**src/rtl/note_playback_scheduler_pkg.sv**
```systemverilog
// Shared definitions for the note playback path: default widths, the
// stored event word layout and the scheduler state encoding.
package note_playback_scheduler_pkg;

    localparam int TS_BITS   = 29;
    localparam int NOTE_BITS = 5;
    localparam int unsigned MAX_TIME = 300000000;

    // Event word layout: {on_flag, note, timestamp}
    localparam int TS_LSB     = 0;
    localparam int NOTE_LSB   = TS_BITS;
    localparam int ON_BIT     = TS_BITS + NOTE_BITS;
    localparam int EVENT_BITS = ON_BIT + 1;

    typedef enum logic [2:0] {
        IDLE,
        FETCH,
        WAIT_DATA,
        WAIT_TIME,
        EMIT,
        DONE
    } state_t;

endpackage

```
**src/rtl/playback_tick_gen.sv**
```systemverilog
// Playback timebase: prescaler producing one tick every TICK_DIV clocks and a
// saturating play_time counter. Also used by the metronome.
module playback_tick_gen #(
    parameter int          TS_BITS  = 29,
    parameter int          TICK_DIV = 1000000,
    parameter int unsigned MAX_TIME = 300000000
) (
    input  logic               clk,
    input  logic               reset,
    input  logic               run,
    input  logic               clear,
    input  logic               pause,
    output logic               tick,
    output logic [TS_BITS-1:0] play_time
);

    localparam int PRESC_W = (TICK_DIV > 1) ? $clog2(TICK_DIV) : 1;
    localparam logic [PRESC_W-1:0] PRESC_LAST = PRESC_W'(TICK_DIV - 1);
    localparam logic [TS_BITS-1:0] PT_MAX     = TS_BITS'(MAX_TIME);

    logic [PRESC_W-1:0] prescaler;

    assign tick = run && !pause && !clear && (prescaler == PRESC_LAST);

    always_ff @(posedge clk or posedge reset) begin
        if (reset) begin
            prescaler <= '0;
            play_time <= '0;
        end else if (clear) begin
            prescaler <= '0;
            play_time <= '0;
        end else if (run && !pause) begin
            prescaler <= tick ? '0 : prescaler + 1'b1;
            if (tick && play_time != PT_MAX)
                play_time <= play_time + 1'b1;
        end
    end

endmodule

```
**src/rtl/note_playback_scheduler.sv**
```systemverilog
// Walks the recorded event list and emits each note event once the playback
// timebase reaches its stored timestamp.
module note_playback_scheduler #(
    parameter int          TS_BITS   = note_playback_scheduler_pkg::TS_BITS,
    parameter int          NOTE_BITS = note_playback_scheduler_pkg::NOTE_BITS,
    parameter int          ADDR_BITS = 10,
    parameter int          TICK_DIV  = 1000000,
    parameter int unsigned MAX_TIME  = note_playback_scheduler_pkg::MAX_TIME
) (
    input  logic                           clk,
    input  logic                           reset,
    input  logic                           start,
    input  logic                           stop,
    input  logic                           pause,
    input  logic [ADDR_BITS:0]             event_count,
    output logic                           rd_en,
    output logic [ADDR_BITS-1:0]           rd_addr,
    input  logic [TS_BITS+NOTE_BITS:0]     rd_data,
    output logic                           note_valid,
    output logic [NOTE_BITS-1:0]           note_code,
    output logic                           note_on,
    output logic [TS_BITS-1:0]             play_time,
    output logic                           playing,
    output logic                           done
);

    import note_playback_scheduler_pkg::*;

    localparam logic [TS_BITS-1:0] PT_MAX = TS_BITS'(MAX_TIME);

    state_t state, state_next;

    logic [ADDR_BITS:0]           count;
    logic [TS_BITS+NOTE_BITS:0]   ev;
    logic [TS_BITS+NOTE_BITS:0]   src;
    logic                         start_ok, load_ev, load_note, addr_clr, addr_inc;
    logic                         last, tb_clear;

    function automatic logic reached(input logic [TS_BITS-1:0] pt,
                                     input logic [TS_BITS-1:0] ts);
        return (pt >= ts) || (pt == PT_MAX);
    endfunction

    assign rd_en   = (state == FETCH);
    assign playing = (state == FETCH) || (state == WAIT_DATA) ||
                     (state == WAIT_TIME) || (state == EMIT);
    assign done    = (state == DONE);
    assign last    = ({1'b0, rd_addr} == count - 1'b1);
    // WAIT_DATA tests the word straight off the read port so an already-due
    // event skips WAIT_TIME and keeps the 3-cycle-per-event rate.
    assign src     = (state == WAIT_DATA) ? rd_data : ev;
    assign tb_clear = start_ok || (state_next == IDLE);

    always_ff @(posedge clk or posedge reset) begin
        if (reset)
            state <= IDLE;
        else
            state <= state_next;
    end

    always_comb begin
        state_next = state;
        start_ok   = 1'b0;
        load_ev    = 1'b0;
        load_note  = 1'b0;
        addr_clr   = 1'b0;
        addr_inc   = 1'b0;
        case (state)
            IDLE, DONE: begin
                if (stop) begin
                    state_next = IDLE;
                end else if (start) begin
                    start_ok   = 1'b1;
                    state_next = (event_count == '0) ? DONE : FETCH;
                end
            end
            FETCH:
                state_next = stop ? IDLE : WAIT_DATA;
            WAIT_DATA, WAIT_TIME: begin
                if (stop) begin
                    state_next = IDLE;
                end else begin
                    load_ev = (state == WAIT_DATA);
                    if (reached(play_time, src[TS_LSB +: TS_BITS])) begin
                        load_note  = 1'b1;
                        state_next = EMIT;
                    end else begin
                        state_next = WAIT_TIME;
                    end
                end
            end
            EMIT: begin
                if (stop) begin
                    state_next = IDLE;
                end else if (last) begin
                    state_next = DONE;
                end else begin
                    addr_inc   = 1'b1;
                    state_next = FETCH;
                end
            end
            default:
                state_next = IDLE;
        endcase
        if (start_ok || state_next == IDLE)
            addr_clr = 1'b1;
    end

    always_ff @(posedge clk or posedge reset) begin
        if (reset) begin
            count      <= '0;
            rd_addr    <= '0;
            ev         <= '0;
            note_valid <= 1'b0;
            note_code  <= '0;
            note_on    <= 1'b0;
        end else begin
            note_valid <= load_note;
            if (start_ok)
                count <= event_count;
            if (addr_clr)
                rd_addr <= '0;
            else if (addr_inc)
                rd_addr <= rd_addr + 1'b1;
            if (load_ev)
                ev <= rd_data;
            if (load_note) begin
                note_code <= src[NOTE_LSB +: NOTE_BITS];
                note_on   <= src[ON_BIT];
            end
        end
    end

    playback_tick_gen #(
        .TS_BITS  (TS_BITS),
        .TICK_DIV (TICK_DIV),
        .MAX_TIME (MAX_TIME)
    ) u_tick_gen (
        .clk       (clk),
        .reset     (reset),
        .run       (playing),
        .clear     (tb_clear),
        .pause     (pause),
        .tick      (),
        .play_time (play_time)
    );

endmodule

```
**config.mk**
```make
export PLATFORM = sky130hd
export DESIGN_NAME = note_playback_scheduler
export DESIGN_NICKNAME = d
export VERILOG_FILES = /design/src/rtl/note_playback_scheduler_pkg.sv /design/src/rtl/playback_tick_gen.sv /design/src/rtl/note_playback_scheduler.sv
export SDC_FILE = /design/constraint.sdc
export NUM_CORES = 1
export LEC_CHECK = 0
export ABC_AREA = 1
export ABC_CLOCK_PERIOD_IN_PS = 4900
export CORE_MARGIN = 4
export CORE_UTILIZATION = 56
export DETAILED_ROUTE_END_ITERATION = 16
export GPL_ROUTABILITY_DRIVEN = 0
export PLACE_DENSITY = 0.87
export SYNTH_ARGS = -nofsm -noshare
export SYNTH_HDL_FRONTEND = slang
export SYNTH_SLANG_ARGS = --single-unit
```
**constraint.sdc**
```tcl
create_clock -name clk -period 4.9 [get_ports clk]
set_input_delay 0.98 -clock clk [delete_from_list [all_inputs] [get_ports clk]]
set_output_delay 0.98 -clock clk [all_outputs]
set_load 0.005 [all_outputs]
```
==> reports/results.tsv <==
metric	value	unit
yosysSeqAreaShare	38.6	%
yosys_warnings	0	
grt_max_degree	66	
viasPerCell	5.48	
fin_nets	1233	
yosys.area.top_type_share	38.6	%
r2r_slack	0.69	ns
cts_made_buffers	17	
grt_remaining_overflow	0	
yosys.area.top_type	dfrtp_1	
irDropWorstVdd	0.257	mV
max_slew.worst_pin.slew	1.00	ns
netlist_area	7460	um^2
grt_use_total	26.4	%
r2r-end	u_tick_gen.play_time[11]$_DFFE_PP0P_	
synthArstFlopShare	100	%
cts.path.max_buffers	2	
via_count	7290	
grt_setup_unrepaired	false	
hpwl	13600	um
setup_viol	0	
ys_types	39	
critPathTopFamily	buffers and inverters	
cts_tree	built	
syn_inst	1057	
path_depth	19	
placedInstanceArea	8590	um^2
hold_path.class	flop to flop	
design_area	9110	um^2
antenna_cells	0	
endpoint	u_tick_gen.play_time[11]$_DFFE_PP0P_	
die_h	123	um
cts_setup_buffers	0	
netlist_top_cells_area	dfrtp_1 (39%), nand2_1 (15%), inv_1 (7.4%)	
io_buffer_count	99	
num_rows	41	
ys_ff_latch	115	
cpMaxStageDelayCell	inv_1	
fin_crit	4.21	ns
timing.rr.start	state[1]$_DFF_PP0_	
initial_utilization	58.2	%
critical_path.max_fanout	43	
skew	0.00914	ns
firstDrtPassIters	5	
grt_first_pass_wirelength	31900	um
start_kind	flop	
cp_num_buf_inv	5	
max_freq	238	MHz
post_drt_wl_per_cell	14.2	um
layout_common_cells	nand2_1 (294), inv_1 (146), nor2_1 (121)	
slew_viol_final	0	
cp-end-kind	flop	
cp.arrival	4.53	ns
clk_pin_slew	0.05	ns
area_growth	22.1	%
holdBufCountCts	0	
setup_tns	0	ns
cp-startpoint	state[1]$_DFF_PP0_	
die-area	15200	um^2
crit_top_cell	nand2_1	
first_global_vias	6704	
cp_slowest_stage_delay	0.72	ns
critPathKind	flop to flop	
core_area	12800	um^2
rr_worst_depth	19	
relSlewSlack	33.2	%
drc_errors	0	
antenna_found_initial	0	
synth_area_per_cell	7.06	um^2
io_pins	100	
htreeDepth	4	
synthFlopType	dfrtp_1	
hold_viol_final	0	
mostFrequentLayoutCell	nand2_1	
ctsResizeCount	0	
crit_chain	inv_1 > nor3_2 > inv_1 > buf_4 > o21ai_0 > ha_1 > nand2_1 > nor2_1 > nand2_1 > inv_1 > nand2_1 > nor3_1 > nor2_2 > a21oi_4 > nor2_1 > nand2_4 > nand2_1 > buf_4 > nor3_1	
ant_nets	0	
crit_required	5.23	ns
drv_cap	0	
syn_nets	1142	
synth_edf_count	0	
status	complete, no violations	
power_density	370	nW/um^2
die_w	123	um
drtIter0Drc	735	
root_buffer	clkbuf_16	
insertion_delay	0.42	ns
cts_sinks	115	
p_leak	4.41	nW
drive_above_1_share	5.18	%
period_share	85.8	%
wl	18900	um
## layer usage
metal  routed length, um  global-route usage (%)  vias up
met3                1350                    5.40       38
met1                8160                    35.9     3385
met2                8960                    42.0      289
li1                    -                       -     3578
met5                   0                       0        -
met4                 385                    9.34        0
## kinds of logic (layout without fill, tap and decap cells)
kind of cell | count (synthesis) | in the layout | synth area share, %
fa+ha+maj | 34 | 34 | 5.70
buf+inv | 188 | 290 | 10.0
xor+xnor | 35 | 35 | 4.29
simple gates | 565 | 565 | 32.8
flops | 115 | 115 | 38.6
compound gates | 120 | 120 | 8.57
## synthesized netlist by cell type, types with 6 or more instances
cell type,count
nor2_1,122
a21oi_1,16
clkbuf_1,24
nand4_1,64
inv_1,147
nor3_1,22
xor2_1,25
a31oi_1,7
xnor2_1,9
nor2_2,9
nand3_1,38
buf_2,6
dfrtp_1,115
ha_1,34
nand2_1,294
o21ai_0,88
## per-stage QoR
step | hold slack [ns] | setup WS [ns] | cells | power (mW) | utilization (%)
2_1_floorplan | 0.448 | 0.876 | 1057 | 1.99 | -
3_3_place_gp | 0.459 | 0.741 | 1301 | 2.20 | 67.0
3_5_place_dp | 0.468 | 0.647 | 1301 | 2.26 | 67.0
4_1_cts | 0.481 | 0.742 | 1331 | 3.38 | 71.0
5_1_grt | 0.506 | 0.181 | 1331 | 3.61 | 71.0
6_report | 0.481 | 0.694 | 1331 | 3.37 | 71.0
## power breakdown
| group | switching, mW | leakage (nW) | internal (mW) |
|---|---|---|---|
| Sequential | 0.107 | 1.53 | 1.14 |
| Clock | 0.411 | 0.254 | 0.699 |
| Combinational | 0.644 | 2.63 | 0.371 |
| Total | 1.16 | 4.41 | 2.21 |
## layout make-up
| cell class | instances | area [um^2] |
|---|---|---|
| multi-input combinational | 754 | 3850 |
| fill | 991 | 3720 |
| sequential | 115 | 2880 |
| timing repair buffer | 109 | 1080 |
| inverter | 151 | 571 |
| clock buffer | 24 | 462 |
| tap | 172 | 215 |
| clock inverter | 6 | 57.6 |
## how the worst min path moves through the flow
stage	to	cells after the start	startpoint
floorplan	ev[13]$_DFFE_PP0P_	2	ev[13]$_DFFE_PP0P_
global placement	ev[25]$_DFFE_PP0P_	2	ev[25]$_DFFE_PP0P_
detailed placement	ev[27]$_DFFE_PP0P_	2	ev[27]$_DFFE_PP0P_
CTS	ev[27]$_DFFE_PP0P_	2	ev[27]$_DFFE_PP0P_
global route	ev[27]$_DFFE_PP0P_	2	ev[27]$_DFFE_PP0P_
finish	ev[27]$_DFFE_PP0P_	2	ev[27]$_DFFE_PP0P_
## sequential cells by signal, indices dropped and copies added, names as in the netlist
| name | flops |
|---|---|
| count | 11 |
| ev | 35 |
| note_code | 5 |
| note_on | 1 |
| note_valid | 1 |
| rd_addr | 10 |
| state | 3 |
| u_tick_gen.play_time | 29 |
| u_tick_gen.prescaler | 20 |
## tightest hold or removal path: cells and delay by family (launching register included)
kind | cells | cell delay (ns)
flip-flops | 1 | 0.34
AND/OR/NAND/NOR | 1 | 0.05
AO/OA/AOI/OAI | 1 | 0.06
Power figures use the tool's default switching activity.
